`config.mk`:
```
export PLATFORM = sky130hd
export DESIGN_NAME = countdown_timer_flat
export DESIGN_NICKNAME = d
export VERILOG_FILES = /design/src/rtl/countdown_timer_if.sv /design/src/rtl/countdown_timer.sv /design/src/flat_wrapper.sv
export SDC_FILE = /design/constraint.sdc
export NUM_CORES = 1
export LEC_CHECK = 0
export CAP_MARGIN = 10
export CORE_MARGIN = 3
export CORE_UTILIZATION = 45
export CTS_CLUSTER_SIZE = 30
export DETAILED_ROUTE_END_ITERATION = 12
export GPL_TIMING_DRIVEN = 0
export PLACE_DENSITY_LB_ADDON = 0.08
export SETUP_SLACK_MARGIN = 0.3
export SLEW_MARGIN = 20
export SYNTH_ARGS = -nofsm -noshare
export SYNTH_HDL_FRONTEND = slang
export SYNTH_SLANG_ARGS = --single-unit
```
`constraint.sdc`:
```
create_clock -name clk -period 2.6 [get_ports clk]
set_input_delay 0.52 -clock clk [delete_from_list [all_inputs] [get_ports clk]]
set_output_delay 0.52 -clock clk [all_outputs]
set_load 0.02 [all_outputs]
```
`src/rtl/countdown_timer_if.sv`:
```
// -----------------------------------------------------------------------------
// countdown_timer_if
//
// Purpose : Control/status bundle between a countdown_timer and the logic that
//           drives it (software-facing register block or a controlling FSM).
//
// Parameters:
//   NUMBITS    width of load_value and count
//
// Signals:
//   start       controller -> timer  load load_value and begin counting
//   load_value  controller -> timer  number of cycles to count
//   pause       controller -> timer  level, freezes the count while high
//   stop        controller -> timer  abort, return to idle without done
//   count       timer -> controller  current remaining count
//   busy        timer -> controller  high while running or held
//   done        timer -> controller  one-cycle pulse on terminal count
//
// Modports:
//   master  the controlling side (drives start/load_value/pause/stop)
//   slave   the timer itself
// -----------------------------------------------------------------------------
interface countdown_timer_if #(
  parameter int NUMBITS = 8
);
  logic               start;
  logic [NUMBITS-1:0] load_value;
  logic               pause;
  logic               stop;
  logic [NUMBITS-1:0] count;
  logic               busy;
  logic               done;

  modport master (
    output start, load_value, pause, stop,
    input  count, busy, done
  );

  modport slave (
    input  start, load_value, pause, stop,
    output count, busy, done
  );
endinterface : countdown_timer_if

```
`src/rtl/countdown_timer.sv`:
```
// -----------------------------------------------------------------------------
// countdown_timer
//
// Purpose : Loadable down-counter used for programmable delays and timeouts.
//           A start in IDLE loads a cycle count; the block decrements once per
//           unpaused cycle and emits a one-cycle registered done pulse when the
//           count reaches zero. Paused cycles do not count. A stop aborts the
//           run without a done pulse.
//
// Parameters:
//   NUMBITS    width of the counter and of load_value (default 8)
//
// Ports:
//   clk        clock, all state changes on the rising edge
//   reset      synchronous, active-high reset
//   bus        countdown_timer_if.slave
//                start/load_value/pause/stop in, count/busy/done out
//
// Configuration macro:
//   COUNTDOWN_AUTORELOAD_EN
//     undefined : one-shot, the terminal decrement returns to IDLE
//     defined   : the terminal decrement reloads the last loaded value and
//                 keeps running, so done repeats every V unpaused cycles
//                 until stop or reset. start with V=0 stays one-shot.
//
// Edge priority: reset > stop > start > pause. stop and pause are meaningless
// in IDLE; start is ignored outside IDLE.
// -----------------------------------------------------------------------------
module countdown_timer #(
  parameter int NUMBITS = 8
) (
  input  logic                   clk,
  input  logic                   reset,
  countdown_timer_if.slave       bus
);

  typedef enum logic [1:0] {
    S_IDLE = 2'd0,
    S_RUN  = 2'd1,
    S_HOLD = 2'd2
  } state_t;

  localparam logic [NUMBITS-1:0] W_ZERO = '0;
  localparam logic [NUMBITS-1:0] W_ONE  = NUMBITS'(1);

  state_t             r_state;
  logic [NUMBITS-1:0] r_count;
  logic [NUMBITS-1:0] r_reload;
  logic               r_busy;
  logic               r_done;

  // Terminal decrement is detected one step early so count never wraps.
  logic w_terminal;
  assign w_terminal = (r_count == W_ONE);

  // Single-process FSM: state and every output are registered together, so
  // busy always agrees with the state it describes.
  always_ff @(posedge clk) begin
    if (reset) begin
      // NOTE: sequential state uses non-blocking assignments so every register
      // samples the pre-edge values, independent of statement order.
      r_state  <= S_IDLE;
      r_count  <= W_ZERO;
      r_reload <= W_ZERO;
      r_busy   <= 1'b0;
      r_done   <= 1'b0;
    end else begin
      // done is a pulse: it is only raised by the branches below for one edge.
      r_done <= 1'b0;

      unique case (r_state)
        S_IDLE: begin
          // stop and pause are ignored here, so start wins even with stop high.
          if (bus.start) begin
            if (bus.load_value != W_ZERO) begin
              r_count  <= bus.load_value;
              r_reload <= bus.load_value;
              r_busy   <= 1'b1;
              r_state  <= S_RUN;
            end else begin
              // Zero-length delay: report completion immediately, never busy.
              r_done <= 1'b1;
            end
          end
        end

        S_RUN: begin
          if (bus.stop) begin
            r_count <= W_ZERO;
            r_busy  <= 1'b0;
            r_state <= S_IDLE;
          end else if (bus.pause) begin
            // Pause outranks the terminal decrement: a paused count of 1 waits.
            r_state <= S_HOLD;
          end else if (w_terminal) begin
            r_done <= 1'b1;
`ifdef COUNTDOWN_AUTORELOAD_EN
            r_count <= r_reload;
`else
            r_count <= W_ZERO;
            r_busy  <= 1'b0;
            r_state <= S_IDLE;
`endif
          end else begin
            r_count <= r_count - W_ONE;
          end
        end

        S_HOLD: begin
          if (bus.stop) begin
            r_count <= W_ZERO;
            r_busy  <= 1'b0;
            r_state <= S_IDLE;
          end else if (!bus.pause) begin
            // The exit edge itself does not decrement; counting resumes on the
            // following edge, which costs one extra cycle per HOLD->RUN exit.
            r_state <= S_RUN;
          end
        end

        default: begin
          r_count <= W_ZERO;
          r_busy  <= 1'b0;
          r_state <= S_IDLE;
        end
      endcase
    end
  end

  assign bus.count = r_count;
  assign bus.busy  = r_busy;
  assign bus.done  = r_done;

endmodule : countdown_timer

```
`src/flat_wrapper.sv`:
```
// flat-port wrapper written by rule: the top's interface ports become plain ports
module countdown_timer_flat 
#(
  parameter int NUMBITS = 8
)
  (clk, reset, bus_start, bus_load_value, bus_pause, bus_stop, bus_count, bus_busy, bus_done);
  countdown_timer_if #(.NUMBITS(NUMBITS)) bus_i ();
  input  logic clk;
  input  logic reset;
  input wire logic [$bits(bus_i.start)-1:0] bus_start;
  input wire logic [$bits(bus_i.load_value)-1:0] bus_load_value;
  input wire logic [$bits(bus_i.pause)-1:0] bus_pause;
  input wire logic [$bits(bus_i.stop)-1:0] bus_stop;
  output wire logic [$bits(bus_i.count)-1:0] bus_count;
  output wire logic [$bits(bus_i.busy)-1:0] bus_busy;
  output wire logic [$bits(bus_i.done)-1:0] bus_done;
  assign bus_i.start = bus_start;
  assign bus_i.load_value = bus_load_value;
  assign bus_i.pause = bus_pause;
  assign bus_i.stop = bus_stop;
  assign bus_count = bus_i.count;
  assign bus_busy = bus_i.busy;
  assign bus_done = bus_i.done;
  countdown_timer #(.NUMBITS(NUMBITS)) u_core (.clk(clk), .reset(reset), .bus(bus_i));
endmodule
```
==> flow_summary.ini <==
[synthesis]
synth_nets = 128
yosysTopAreaCellShare = 0.2443
synth_ff_type = dfxtp_1
synth_seq_cells = 12
yosys.area_share.adder = 0.02545
synth_xor_xnor_area_share = 0.01781
ys_seq_area_frac = 0.2443
ys_warn_count = 0
synth_simple_gate_area_frac = 0.2621
synth_area_leaders = dfxtp_1 24%, a21oi_1 4.6%, buf_6 4.6%, a211oi_1 3.1%, o21a_1 3.1%
synth.most_common_cell = dfxtp_1
async_flop_share = 0
synth.area.mux_share = 0.02163
synth_area_leader_cell = dfxtp_1
ys_types = 50
syn-cell-area_sq_um = 983.4
synth_compound_area_frac = 0.3308
synth_common_cells = 12 x dfxtp_1, 9 x a21oi_1, 6 x nor2_1
avgSynthCellArea_sq_um = 8.703
synth_edf_count = 0
synth_top_family_by_area = compound AO/OA/AOI/OAI gates
postSynthCellCount = 113

[sta]
setup_violations = 0
max_freq_mhz = 481.7
tns_ns = 0
slew_violations = 0
worst_slack_ns = 0.5242
hold_viol = 0
tightest_slew_ns = 0.6058
maxSlewHeadroom = 0.5944
finalClockSkew_ns = 0.005731
fin_crit_ns = 2.076
period_share = 0.7984
rsz0062_at_grt = no

[worst_hold_path]
hold_start = u_core.bus.busy
worstHoldPathCells = 2
min_to = u_core.bus.busy
min_path_type = flip-flop to flip-flop

[clocking]
hold_buffers = 0
clock_path_buffers = 2
numCtsBuffers = 3
root_buffer = clkbuf_4
insertion_delay_ns = 0.28
cts_sinks = 12
htree_levels = 1
cts_tree = done
clk_pin_slew_ns = 0.08

[place]
numPortBuffers = 21
dp.final_hpwl_mm = 1.949
gp_congestion = 0.8152
pre_cts_slack_ns = 0.04595

[global_routing]
antenna_found_initial = 0
grt_pass1_wl_mm = 4.512
grt_max_degree = 11
overflow = 0
grt_usage = 0.2180
grt_pass1_vias = 969

[run]
drv_cap = 0

[finish]
antenna_cells = 0
final_layout_size_suffix_gt1_frac = 0.1898
final_core_util = 0.6244
area_growth_syn_to_layout_pct = 28.37
num-nets-final = 154

[floorplanning]
fp.dieH_microns = 52.75
std_cell_rows = 16
fp.dieW_microns = 52.75
initial_core_util = 0.4864
die_area_sq_mm = 0.002783
core_area_sq_mm = 0.002022
ios = 23

[detailed_routing]
vias = 1004
drtIter0Drc = 22
dr.pass1.iters = 4
ant_nets = 0
via_per_inst = 6.122
wl_per_cell_microns = 16.14
drt-total-wl_mm = 2.647
drc_errors = 0

[worst_setup_path]
path_class = primary input to flip-flop
worstPathCellList = clkdlybuf4s50_1 > or3b_2 > a211oi_2 > o211a_1 > a221o_1
crit_path_end_kind = flip-flop
worstPathRequired_ns = 2.83
r2r_end = u_core.bus.done
r2r_setup_slack_ns = 0.60
critPathMaxFanout = 5
cpPeakStageDelay_ns = 0.58
reg2regPathDepth = 5
cp-start-kind = primary input
cpMaxStageDelayCell = clkdlybuf4s50_1
arrival_ns = 2.30
r2r-start = u_core.bus.count[0]

[power]
p_per_area_mw_per_mm2 = 453.9
peakVddDrop_v = 0.0002612
leakage_nw = 0.4812

[status]
outcome = finished, final reports clean
layer usage:
layer / global-route usage / vias to the layer above / share of wire
met3: 0.03419 / 7 / 0.049
met2: 0.3388 / 30 / 0.47
met1: 0.2940 / 480 / 0.47
met4: 0.09362 / 0 / 0.015
met5: 0 / - / 0
li1: - / 487 / -
placed cells by master, fill, tap and decap left out, drive strengths merged, types with 2 or more instances in the layout:
cell,instances
a2111o,2
a211oi,5
a21o,2
a21oi,9
a221o,2
and2,2
and3,2
buf,6
clkbuf,4
clkdlybuf4s50,21
dfxtp,12
ha,2
inv,4
nand2,5
nand3,3
nor2,6
nor3,3
nor4,5
o211ai,3
o21a,4
o21ai,4
o221ai,2
o22ai,3
o31ai,2
or2b,2
or3,2
or3b,2
or4,3
xnor2,2
how the worst max path moves through the flow:
| stage | startpoint | to | depth (start not counted) |
|---|---|---|---|
| finish | bus_start | u_core.bus.count[4] | 5 |
| floorplan | bus_stop | u_core.bus.count[3] | 6 |
| detailed placement | bus_load_value[5] | u_core.bus.count[4] | 5 |
| CTS | bus_load_value[5] | u_core.bus.count[4] | 5 |
| global placement | bus_load_value[5] | u_core.bus.count[4] | 5 |
| global route | bus_start | u_core.bus.count[1] | 5 |
metrics by stage:
step | hold slack [ns] | std cells | cell area, sq um | power (mW)
CTS | 0.4753 | 164 | 1250 | 0.5702
detailed placement | 0.4618 | 161 | 1227 | 0.4545
global placement | 0.4584 | 161 | 1227 | 0.4505
finish | 0.4785 | 164 | 1262 | 0.5731
global route | 0.5065 | 164 | 1262 | 0.6036
floorplan | 0.5455 | 113 | 983.4 | 0.3736
sequential cells by signal (all words and copies together) (netlist names):
register          count
u_core.bus.count      8
u_core.r_state        2
u_core.bus.busy       1
u_core.bus.done       1
final cells by class:
class / instances / area, sq um
Buffer: 8 / 81.33
Clock buffer: 3 / 22.52
Fill cell: 179 / 759.5
Inverter: 4 / 15.01
Multi-Input combinational cell: 89 / 659.4
Sequential cell: 12 / 240.2
Tap cell: 27 / 33.78
Timing Repair Buffer: 21 / 210.2
logic make-up after synthesis:
logic type                 count (synthesis)
AOI/OAI and AO/OA                         43
and+or+nand+nor                           40
buffers and inverters                     12
DFF                                       12
xor gates and xnor gates                   2
muxes                                      2
adders and majority gates                  2
where the power goes:
group	internal [mW]	leakage [nW]	switching, mW
sequential	0.199	0.0985	0.0212
combinational	0.114	0.369	0.120
clock	0.0537	0.0138	0.0652
total	0.366	0.481	0.207
timing repair:
item,4_1_cts,5_1_grt
resized for setup,0,2
setup endpoints to repair,0,6
setup buffers,0,0
worst max-delay path, delay by kind of cell:
family          cells  cell delay (ns)
compound gates      3             0.69
buf+inv             1             0.58
simple gates        1             0.51
No activity file was read; power rests on OpenSTA's default activity.
